==> config.mk <==
export PLATFORM = sky130hd
export DESIGN_NAME = aria_wr_buf
export DESIGN_NICKNAME = d
export VERILOG_FILES = /design/src/rtl/aria_pkg.sv /design/src/rtl/aria_wr_fifo.sv /design/src/rtl/aria_wr_buf.sv
export SDC_FILE = /design/constraint.sdc
export NUM_CORES = 1
export LEC_CHECK = 0
export CAP_MARGIN = 20
export CORE_ASPECT_RATIO = 0.6
export CORE_MARGIN = 3
export CORE_UTILIZATION = 32
export CTS_BUF_LIST = sky130_fd_sc_hd__clkbuf_8
export DETAILED_ROUTE_END_ITERATION = 10
export MAX_ROUTING_LAYER = met4
export SLEW_MARGIN = 20
export SYNTH_ARGS = -nofsm -noshare
export SYNTH_HDL_FRONTEND = slang
export SYNTH_SLANG_ARGS = --single-unit
export TNS_END_PERCENT = 100
==> constraint.sdc <==
create_clock -name clk -period 4.5 [get_ports clk]
set_input_delay 0.45 -clock clk [delete_from_list [all_inputs] [get_ports clk]]
set_output_delay 0.45 -clock clk [all_outputs]
set_load 0.005 [all_outputs]
==> src/rtl/aria_pkg.sv <==
`default_nettype none
// ============================================================================
// Module   : aria_pkg
// Purpose  : Shared definitions for the ARIA host write buffer.
//            - Block width and pad byte constants
//            - One-hot FSM state encoding
//            - Byte masker helper for the final partial word
// Ports    : none (package)
// Revision : 1.0 - initial release
// ============================================================================
package aria_pkg;

  localparam int         ARIA_BLK_W    = 128;
  localparam logic [7:0] ARIA_PAD_BYTE = 8'h80;

  typedef enum logic [3:0] {
    ST_IDLE = 4'b0001,
    ST_FILL = 4'b0010,
    ST_PAD  = 4'b0100,
    ST_OUT  = 4'b1000
  } wb_state_e;

  // Keep the first nb bytes (byte 0 in [31:24]) and zero the rest.
  // With pad80 set, the byte right after the last kept byte becomes the
  // pad marker; nb==4 leaves no room, so the marker goes into a pad word.
  function automatic logic [31:0] aria_mask_word(input logic [31:0] w,
                                                 input logic [2:0]  nb,
                                                 input logic        pad80);
    logic [31:0] r;
    r = '0;
    for (int i = 0; i < 4; i++) begin
      if (i < int'(nb)) begin
        r[31-8*i -: 8] = w[31-8*i -: 8];
      end else if (pad80 && (i == int'(nb))) begin
        r[31-8*i -: 8] = ARIA_PAD_BYTE;
      end
    end
    return r;
  endfunction

endpackage
`default_nettype wire

==> src/rtl/aria_wr_fifo.sv <==
`default_nettype none
// ============================================================================
// Module   : aria_wr_fifo
// Purpose  : Synchronous word FIFO, 2^FIFO_AW entries of DATA_W bits.
//            Read data is presented combinationally from the read pointer.
// Ports    : clk, rst_n      clock, async active-low reset
//            clr_i           synchronous flush (pointers and count to 0)
//            push_i, data_i  write request and data (ignored when full)
//            pop_i, data_o   read request and head-of-queue data
//            count_o         registered occupancy
//            full_o          occupancy == depth
// Revision : 1.0 - initial release
// ============================================================================
module aria_wr_fifo #(
  parameter int FIFO_AW = 4,
  parameter int DATA_W  = 32
) (
  input  logic              clk,
  input  logic              rst_n,
  input  logic              clr_i,
  input  logic              push_i,
  input  logic [DATA_W-1:0] data_i,
  input  logic              pop_i,
  output logic [DATA_W-1:0] data_o,
  output logic [FIFO_AW:0]  count_o,
  output logic              full_o
);

  localparam int             DEPTH    = 1 << FIFO_AW;
  localparam logic [FIFO_AW:0] FULL_CNT = DEPTH[FIFO_AW:0];

  logic [DATA_W-1:0]  mem_q [DEPTH];
  logic [FIFO_AW-1:0] wr_ptr_q;
  logic [FIFO_AW-1:0] rd_ptr_q;
  logic [FIFO_AW:0]   count_q;
  logic               do_push;
  logic               do_pop;

  assign full_o  = (count_q == FULL_CNT);
  assign count_o = count_q;
  assign data_o  = mem_q[rd_ptr_q];

  // A push while full is dropped even if a pop frees a slot this cycle.
  assign do_push = push_i & ~full_o;
  assign do_pop  = pop_i & (count_q != '0);

  always_ff @(posedge clk or negedge rst_n) begin
    if (!rst_n) begin
      wr_ptr_q <= '0;
      rd_ptr_q <= '0;
      count_q  <= '0;
    end else if (clr_i) begin
      wr_ptr_q <= '0;
      rd_ptr_q <= '0;
      count_q  <= '0;
    end else begin
      if (do_push) wr_ptr_q <= wr_ptr_q + 1'b1;
      if (do_pop)  rd_ptr_q <= rd_ptr_q + 1'b1;
      case ({do_push, do_pop})
        2'b10:   count_q <= count_q + 1'b1;
        2'b01:   count_q <= count_q - 1'b1;
        default: count_q <= count_q;
      endcase
    end
  end

  always_ff @(posedge clk) begin
    if (do_push) mem_q[wr_ptr_q] <= data_i;
  end

endmodule
`default_nettype wire

==> src/rtl/aria_wr_buf.sv <==
`default_nettype none
// ============================================================================
// Module   : aria_wr_buf
// Purpose  : Host-side write buffer for the ARIA core. Buffers 32-bit host
//            words, packs them MSW-first into 128-bit blocks against a byte
//            count, masks/pads the final block and offers each block to the
//            core over a vld/rdy handshake.
// Config   : ARIA_WB_PAD80_EN - when defined, ISO/IEC 7816-4 padding
//            (0x80 after the last valid byte, zeros after). Undefined: zero
//            masking/padding only.
// Ports    : clk, rst_n            clock, async active-low reset
//            clr_core              sync clear of FSM, counters and FIFO
//            wb_en, cmd_extend     start command, byte length
//            wr_en, wr_d           host word write
//            wr_full, wr_ovf       FIFO full, sticky dropped-write flag
//            wb_do, wb_d_vld       block data and valid to core
//            wb_d_rdy              core accepts block
//            wb_done               idle with no bytes outstanding
// Revision : 1.0 - initial release
// ============================================================================
module aria_wr_buf
  import aria_pkg::*;
#(
  parameter int FIFO_AW = 4,
  parameter int CNT_W   = 16
) (
  input  logic                  clk,
  input  logic                  rst_n,
  input  logic                  clr_core,
  input  logic                  wb_en,
  input  logic [CNT_W-1:0]      cmd_extend,
  input  logic                  wr_en,
  input  logic [31:0]           wr_d,
  output logic                  wr_full,
  output logic                  wr_ovf,
  output logic [ARIA_BLK_W-1:0] wb_do,
  output logic                  wb_d_vld,
  input  logic                  wb_d_rdy,
  output logic                  wb_done
);

`ifdef ARIA_WB_PAD80_EN
  localparam bit PAD80_EN = 1'b1;
`else
  localparam bit PAD80_EN = 1'b0;
`endif

  wb_state_e             state_q, state_d;
  logic [CNT_W-1:0]      cntr_q, cntr_d;
  logic [ARIA_BLK_W-1:0] buf_q, buf_d;
  logic [1:0]            loop_q, loop_d;
  logic                  ovf_q, ovf_d;
  // Word-aligned message end: the first pad word carries the 0x80 marker.
  logic                  pad80_q, pad80_d;

  logic [31:0]           fifo_dout;
  logic [FIFO_AW:0]      fifo_count;
  logic                  fifo_full;
  logic                  fifo_pop;
  logic                  fifo_clr;

  logic [2:0]            nb;
  logic [CNT_W-1:0]      cntr_nxt;
  logic [31:0]           word_m;

  assign fifo_clr = clr_core | wb_en;

  aria_wr_fifo #(
    .FIFO_AW (FIFO_AW),
    .DATA_W  (32)
  ) u_fifo (
    .clk     (clk),
    .rst_n   (rst_n),
    .clr_i   (fifo_clr),
    .push_i  (wr_en),
    .data_i  (wr_d),
    .pop_i   (fifo_pop),
    .data_o  (fifo_dout),
    .count_o (fifo_count),
    .full_o  (fifo_full)
  );

  always_comb begin
    state_d  = state_q;
    cntr_d   = cntr_q;
    buf_d    = buf_q;
    loop_d   = loop_q;
    pad80_d  = pad80_q;
    fifo_pop = 1'b0;
    ovf_d    = ovf_q | (wr_en & fifo_full);

    // Valid bytes in the head word: all four unless the count runs out.
    nb       = (cntr_q >= CNT_W'(4)) ? 3'd4 : cntr_q[2:0];
    cntr_nxt = (cntr_q < CNT_W'(5)) ? '0 : (cntr_q - CNT_W'(4));
    word_m   = aria_mask_word(fifo_dout, nb, PAD80_EN);

    case (state_q)
      ST_IDLE: begin
        if (cntr_q != '0) state_d = ST_FILL;
      end
      ST_FILL: begin
        if (fifo_count != '0) begin
          fifo_pop = 1'b1;
          buf_d    = {buf_q[ARIA_BLK_W-33:0], word_m};
          loop_d   = loop_q + 2'd1;
          cntr_d   = cntr_nxt;
          if (loop_q == 2'd3) begin
            state_d = ST_OUT;
          end else if (cntr_nxt == '0) begin
            state_d = ST_PAD;
            pad80_d = PAD80_EN && (nb == 3'd4);
          end
        end
      end
      ST_PAD: begin
        buf_d   = {buf_q[ARIA_BLK_W-33:0],
                   (pad80_q ? {ARIA_PAD_BYTE, 24'h0} : 32'h0)};
        pad80_d = 1'b0;
        loop_d  = loop_q + 2'd1;
        if (loop_q == 2'd3) state_d = ST_OUT;
      end
      ST_OUT: begin
        if (wb_d_rdy) begin
          loop_d  = 2'd0;
          buf_d   = '0;
          state_d = (cntr_q != '0) ? ST_FILL : ST_IDLE;
        end
      end
      default: begin
        state_d = ST_IDLE;
      end
    endcase

    if (clr_core) begin
      state_d  = ST_IDLE;
      cntr_d   = '0;
      buf_d    = '0;
      loop_d   = 2'd0;
      ovf_d    = 1'b0;
      pad80_d  = 1'b0;
      fifo_pop = 1'b0;
    end else if (wb_en) begin
      state_d  = ST_IDLE;
      cntr_d   = cmd_extend;
      buf_d    = '0;
      loop_d   = 2'd0;
      ovf_d    = 1'b0;
      pad80_d  = 1'b0;
      fifo_pop = 1'b0;
    end
  end

  always_ff @(posedge clk or negedge rst_n) begin
    if (!rst_n) begin
      state_q <= ST_IDLE;
      cntr_q  <= '0;
      buf_q   <= '0;
      loop_q  <= 2'd0;
      ovf_q   <= 1'b0;
      pad80_q <= 1'b0;
    end else begin
      state_q <= state_d;
      cntr_q  <= cntr_d;
      buf_q   <= buf_d;
      loop_q  <= loop_d;
      ovf_q   <= ovf_d;
      pad80_q <= pad80_d;
    end
  end

  assign wr_full  = fifo_full;
  assign wr_ovf   = ovf_q;
  assign wb_do    = buf_q;
  assign wb_d_vld = (state_q == ST_OUT);
  assign wb_done  = (state_q == ST_IDLE) && (cntr_q == '0);

endmodule
`default_nettype wire

Yosys cells after proc, flatten, opt, wreduce, memory -nomap -nowiden. Memories as Yosys holds them, arrays and structs flattened. Index checks and enable logic that the tools add are counted.

Memories kept: 1. Input port bits: 54. Logic and storage cells: 110. Bits in writable memories: 512. Bits in latches: 0. Flip-flop bits (word level): 165. Memory bits (read-only): 0. Output and inout port bits: 132.

Memories: u_fifo.mem_q (depth 16, width 32, read ports 1, clocked after memory_dff 0, write ports 1, line aria_wr_fifo.sv:32) `logic [DATA_W-1:0] mem_q [DEPTH];`.

Eq/ne operators: 15. Multiply operators: 0. Multiplexer cells: 51. Div/mod/pow operators: 0. Reductions and logical operators: 16. Bitwise gates (word level): 6. Shift-type cells: 0. Add/subtract/negate cells: 6. Magnitude comparators: 6.

Operators with widths (number): 128-bit 2-to-1 mux (4); 128-bit one-hot mux with 3 select lines (1); 16-bit 2-to-1 mux (5); 4-bit 2-to-1 mux (12); 16-bit zero test (2); 32-bit 2-to-1 mux (1); 8-bit 2-to-1 mux (4); 4-bit inequality test (second input constant) (5); 16-bit by 3-bit greater-or-equal comparator with 1-bit output (second input constant) (1); 16-bit by 3-bit less-than comparator with 1-bit output (second input constant) (1); 4-bit one-hot mux with 4 select lines (1); 16-bit nonzero test (1); 16-bit by 3-bit subtractor with 16-bit output (second input constant) (1); 1-bit 2-to-1 mux (13); 2-bit 2-to-1 mux (5); 5-bit one-hot mux with 2 select lines (1); 5-bit nonzero test (2); 3-bit nonzero test (3); 4-bit by 1-bit adder with 4-bit output (second input constant) (2); 1-bit by 3-bit less-than comparator with 1-bit output (first input constant) (2); 2-bit by 3-bit less-than comparator with 1-bit output (first input constant) (2); 2-bit one-hot mux with 3 select lines (1); 5-bit by 1-bit adder with 5-bit output (second input constant) (1); 5-bit equality test (second input constant) (1); other kinds (23) (28).

Longest topological paths before layout.
Depth after elaboration: 9. Mapped depth: 13. Gate-level depth less buffers: 12.

Hierarchy. A second synthesis with hierarchy kept.

Cells, all modules: 1623. Area, all modules: 26784.4 um^2.

By module, submodules not included: aria_wr_fifo (cells an instance 915, area each 20141.8 um^2, times used 1); aria_wr_buf (cells an instance 708, area each 6642.6 um^2, times used 1).

Worst setup path after synthesis. Ideal clock, no wire load.

Path kind: register to register. Start: reg u_fifo.count_q[1] (netlist: u_fifo.count_o[1]). End: reg u_fifo.count_q[4] (netlist: u_fifo.count_o[4]). Stages on the path, launching flop included: 13. Clock period less this slack: 2.823 ns. Arrival time: 2.691 ns. Data required time: 4.368 ns. Setup slack: 1.677 ns. Cell sequence: dfrtp_1 > or4_4 > o211a_1 > clkbuf_1 > nand3_1 > inv_1 > ha_1 > nor2b_1 > o21ai_0 > nor4b_1 > a21oi_1 > xor2_1 > nor2_1.

Cells in the longest elaborated chain, start to end: 9. Elaborated cells between the ends (all ways): 16.

RTL lines: start, declared (line aria_wr_fifo.sv:35) `logic [FIFO_AW:0] count_q;`; start signal, assigned (line aria_wr_fifo.sv:60) `2'b10: count_q <= count_q + 1'b1;`; start signal, assigned (line aria_wr_fifo.sv:61) `2'b01: count_q <= count_q - 1'b1;`; start signal, assigned (line aria_wr_fifo.sv:62) `default: count_q <= count_q;`; 5-bit nonzero test (line aria_wr_fifo.sv:45, aria_wr_buf.sv:102); 1-bit 2-to-1 mux (line aria_wr_buf.sv:102) `if (fifo_count != '0) begin`; 1-bit 2-to-1 mux (line aria_wr_buf.sv:97) `case (state_q)`; 1-bit 2-to-1 mux (line aria_wr_buf.sv:142) `end else if (wb_en) begin`; 1-bit 2-to-1 mux (line aria_wr_buf.sv:134) `if (clr_core) begin`; 1-bit AND (line aria_wr_fifo.sv:45) `assign do_pop = pop_i & (count_q != '0);`; 2-bit by 1-bit equality test with 1-bit output or 2-bit equality test (tied branches) (line aria_wr_fifo.sv:59) `case ({do_push, do_pop})`; 5-bit one-hot mux with 2 select lines (line aria_wr_fifo.sv:59); 5-bit 2-to-1 mux (line aria_wr_fifo.sv:52) `end else if (clr_i) begin`.

Several ways; a longest one is shown, not always the timed one. A chain may end at the register's enable or synchronous reset.

Worst setup path in the final report.
Start: reg cntr_q[7]. End: out wb_done.

Cells in the longest elaborated chain, start to end: 2.

RTL lines: start, declared (line aria_wr_buf.sv:49) `logic [CNT_W-1:0] cntr_q, cntr_d;`; start signal, assigned (line aria_wr_buf.sv:163) `cntr_q <= cntr_d;`; 16-bit zero test (line aria_wr_buf.sv:175) `assign wb_done = (state_q == ST_IDLE) && (cntr_q == '0);`; 1-bit logical AND (line aria_wr_buf.sv:175); end, declared (line aria_wr_buf.sv:39) `output logic wb_done`.

No other way between the ends.

==> flow_summary.json <==
{
  "status": "completed",
  "rr_worst_depth": 11,
  "synthesis.nets": 1408,
  "h-tree-depth": 3,
  "track_usage_pct": 15.8,
  "path_buf_inv": 1,
  "max_freq_mhz": 299,
  "post_cts_resized": 0,
  "finalCritPeriodShare_pct": 74.4,
  "fin_skew_ns": 0.0336,
  "synth_enable_flop_cells": 512,
  "grt_pass1_vias": 14400,
  "dpl.hpwl_um": 40500,
  "syn_area_sq_um": 26400,
  "ys_warn_count": 0,
  "antenna_found_initial": 5,
  "avgSynthCellArea_sq_um": 19.7,
  "hold_buffers": 1,
  "nNetsFinal": 1653,
  "max_cap_violations": 0,
  "clkLatencyLatePin_ns": 0.69,
  "dp_cells": 2552,
  "whs_path_depth": 3,
  "detail_route.wl_per_cell_um": 24.0,
  "min_period_ns": 3.35,
  "powerDensity_nw_per_um2": 382,
  "yosys_register_bits": 676,
  "yosysSeqAreaShare_pct": 73.8,
  "cp_max_fo": 7,
  "layout-drive-gt1-share_pct": 22.7,
  "layout_commonest_cell": "edfxtp_1",
  "die_y_um": 228,
  "firstDrtPassIters": 5,
  "rows": 80,
  "slowest_stage": "clkdlybuf4s50_1",
  "grt-ovfl-total": 0,
  "crit_cells": 4,
  "layout_common_cells": "edfxtp_1 (512), clkdlybuf4s50_1 (184), mux4_2 (160), dfrtp_1 (160), clkbuf_8 (110)",
  "syn2layout_area_growth_pct": 19.5,
  "dieArea_sq_um": 86000,
  "hold_viol_final": 0,
  "synth_flop_cell": "edfxtp_1",
  "grt_setup_unrepaired": "no",
  "slew_headroom_pct": 37.4,
  "crit_arrival_ns": 2.90,
  "worstSetupStartpointType": "register",
  "p_leak_nw": 10.8,
  "pin_count": 186,
  "ff2ff_setup_slack_ns": 1.33,
  "synthCells": 1341,
  "min_to": "cntr_q[6]$_DFFE_PN0P_",
  "vias": 14000,
  "cp_common_cell": "nor3_2",
  "cp_top_family": "simple AND/OR/NAND/NOR gates",
  "worstMarginPinSlew_ns": 0.938,
  "r2r_end": "u_fifo.count_o[4]$_DFFE_PN0P_",
  "critPathMaxStageDelay_ns": 0.58,
  "worstSetupPathType": "reg2out",
  "post_cts.repair.setup_buffers": 0,
  "instances_no_fill": 2737,
  "slew_viol_final": 0,
  "grt_pass1_wl_um": 98600,
  "gp_congestion": 0.830,
  "routed_wirelength_um": 65800,
  "n_fill_cell": 7162,
  "min_from": "cmd_extend[6]",
  "numCtsBuffers": 97,
  "setup_viol": 0,
  "die_w_um": 377,
  "clock_path_buffers": 3,
  "path_clk_slew_ns": 0.07,
  "initial_core_util_pct": 32.7,
  "cts_tree": "done",
  "routed_via_density": 5.12,
  "portBuffers": 185,
  "synthArstFlopShare_pct": 24.3,
  "yosysUniqueCellTypes": 60,
  "drc": 0,
  "cts.sinks": 676,
  "drt_iter0_markers": 1500,
  "cts-root-buf": "clkbuf_8",
  "end_kind": "primary output",
  "crit_chain": "nor3_2 -> nand3_2 -> nor3_2 -> clkdlybuf4s50_1",
  "postRouteAntennaNets": 0,
  "min_path_type": "in2reg",
  "grt_max_degree": 131,
  "finalSetupTns_ns": 0,
  "r2r_start": "u_fifo.count_o[1]$_DFFE_PN0P_",
  "core-area_sq_um": 80600,
  "critPathRequiredTime_ns": 4.05,
  "ir_drop_uv": 179
}
tightest hold or removal path, delay by kind of cell:
family	cells	cell delay (ns)
buf+inv	2	0.46
compound gates	1	0.07
how the worst max path moves through the flow:
stage,start,to,slack [ns]
floorplan,u_fifo.count_o[1]$_DFFE_PN0P_,u_fifo.count_o[4]$_DFFE_PN0P_,1.68
global placement,clr_core,u_fifo.count_o[4]$_DFFE_PN0P_,1.16
detailed placement,clr_core,u_fifo.count_o[4]$_DFFE_PN0P_,1.22
CTS,cntr_q[4]$_DFFE_PN0P_,wb_done,1.19
global route,u_fifo.count_o[1]$_DFFE_PN0P_,u_fifo.count_o[4]$_DFFE_PN0P_,1.07
finish,cntr_q[7]$_DFFE_PN0P_,wb_done,1.15
flip-flops by register name, indices dropped and copies added, names as in the netlist:
name,count
cntr_q,16
loop_q,2
state_q,4
u_fifo.count_o,5
u_fifo.mem_q,512
u_fifo.rd_ptr_q,4
u_fifo.wr_ptr_q,4
wb_do,128
wr_ovf,1
metrics by stage:
| step | utilization [%] | power [mW] | hold slack [ns] | setup slack (ns) | area, sq um |
|---|---|---|---|---|---|
| global route | 39.1 | 12.5 | 0.324 | 1.07 | 31500 |
| finish | 39.1 | 12.1 | 0.359 | 1.15 | 31500 |
| floorplan | - | 7.12 | 0.154 | 1.68 | 26400 |
| CTS | 39.1 | 12.2 | 0.298 | 1.19 | 31500 |
| global placement | 36.7 | 7.32 | 0.487 | 1.16 | 29600 |
| detailed placement | 36.7 | 7.34 | 0.492 | 1.22 | 29600 |
layer usage:
metal  share of wire [%]  vias up  GRT usage [%]  wire length (um)
met1                  46     7441           23.1             30600
met3                 8.8       82           4.62              5770
met2                  44      522           21.9             28600
met4                 1.3        0           2.91               847
li1                    -     5979              -                 -
met5                   0        -              -                 0
power by group:
part           total, mW  internal, mW  switching (mW)
Sequential          6.80          6.77          0.0329
Combinational      0.408         0.140           0.268
Clock               4.84          2.49            2.35
Total               12.1          9.40            2.65
kinds of logic after synthesis:
group / synth area share, %
AND/OR/NAND/NOR: 3.15
buffers and inverters: 2.02
flip-flops: 73.8
multiplexers: 13.9
AO/OA/AOI/OAI: 5.93
XOR/XNOR: 0.531
adder cells (fa/ha/maj): 0.645
area by class of cell:
class	instances	area, sq um	area share [%]
flip-flops and latches	676	19500	61.8
clock inverters	70	427	1.35
inverters	35	131	0.417
multi-input cells	546	6400	20.3
diodes	4	10.0	0.0317
well taps	1066	1330	4.23
repair buffers	230	2230	7.07
clock buffers	110	1510	4.80
Yosys cell counts, drive strengths merged, types with 7 or more instances:
library cell  instances  share of area (%)
dfrtp               163                 15
xor2                  7               0.23
nor2                 47               0.68
o21ai                29               0.58
inv                  35               0.50
nor4                  8               0.29
edfxtp              512                 58
nand3                 7               0.15
mux4                160                 14
a32o                 16               0.61
xnor2                 9               0.30
a21oi                17               0.37
a22o                 98                3.3
and2                 10               0.24
nor3                 22               0.47
clkbuf               42               0.61
ha                   12               0.57
buf                  42               0.92
nand2                30               0.43
a221oi               13               0.43
Note: power is estimated with default switching activity, not from simulation.
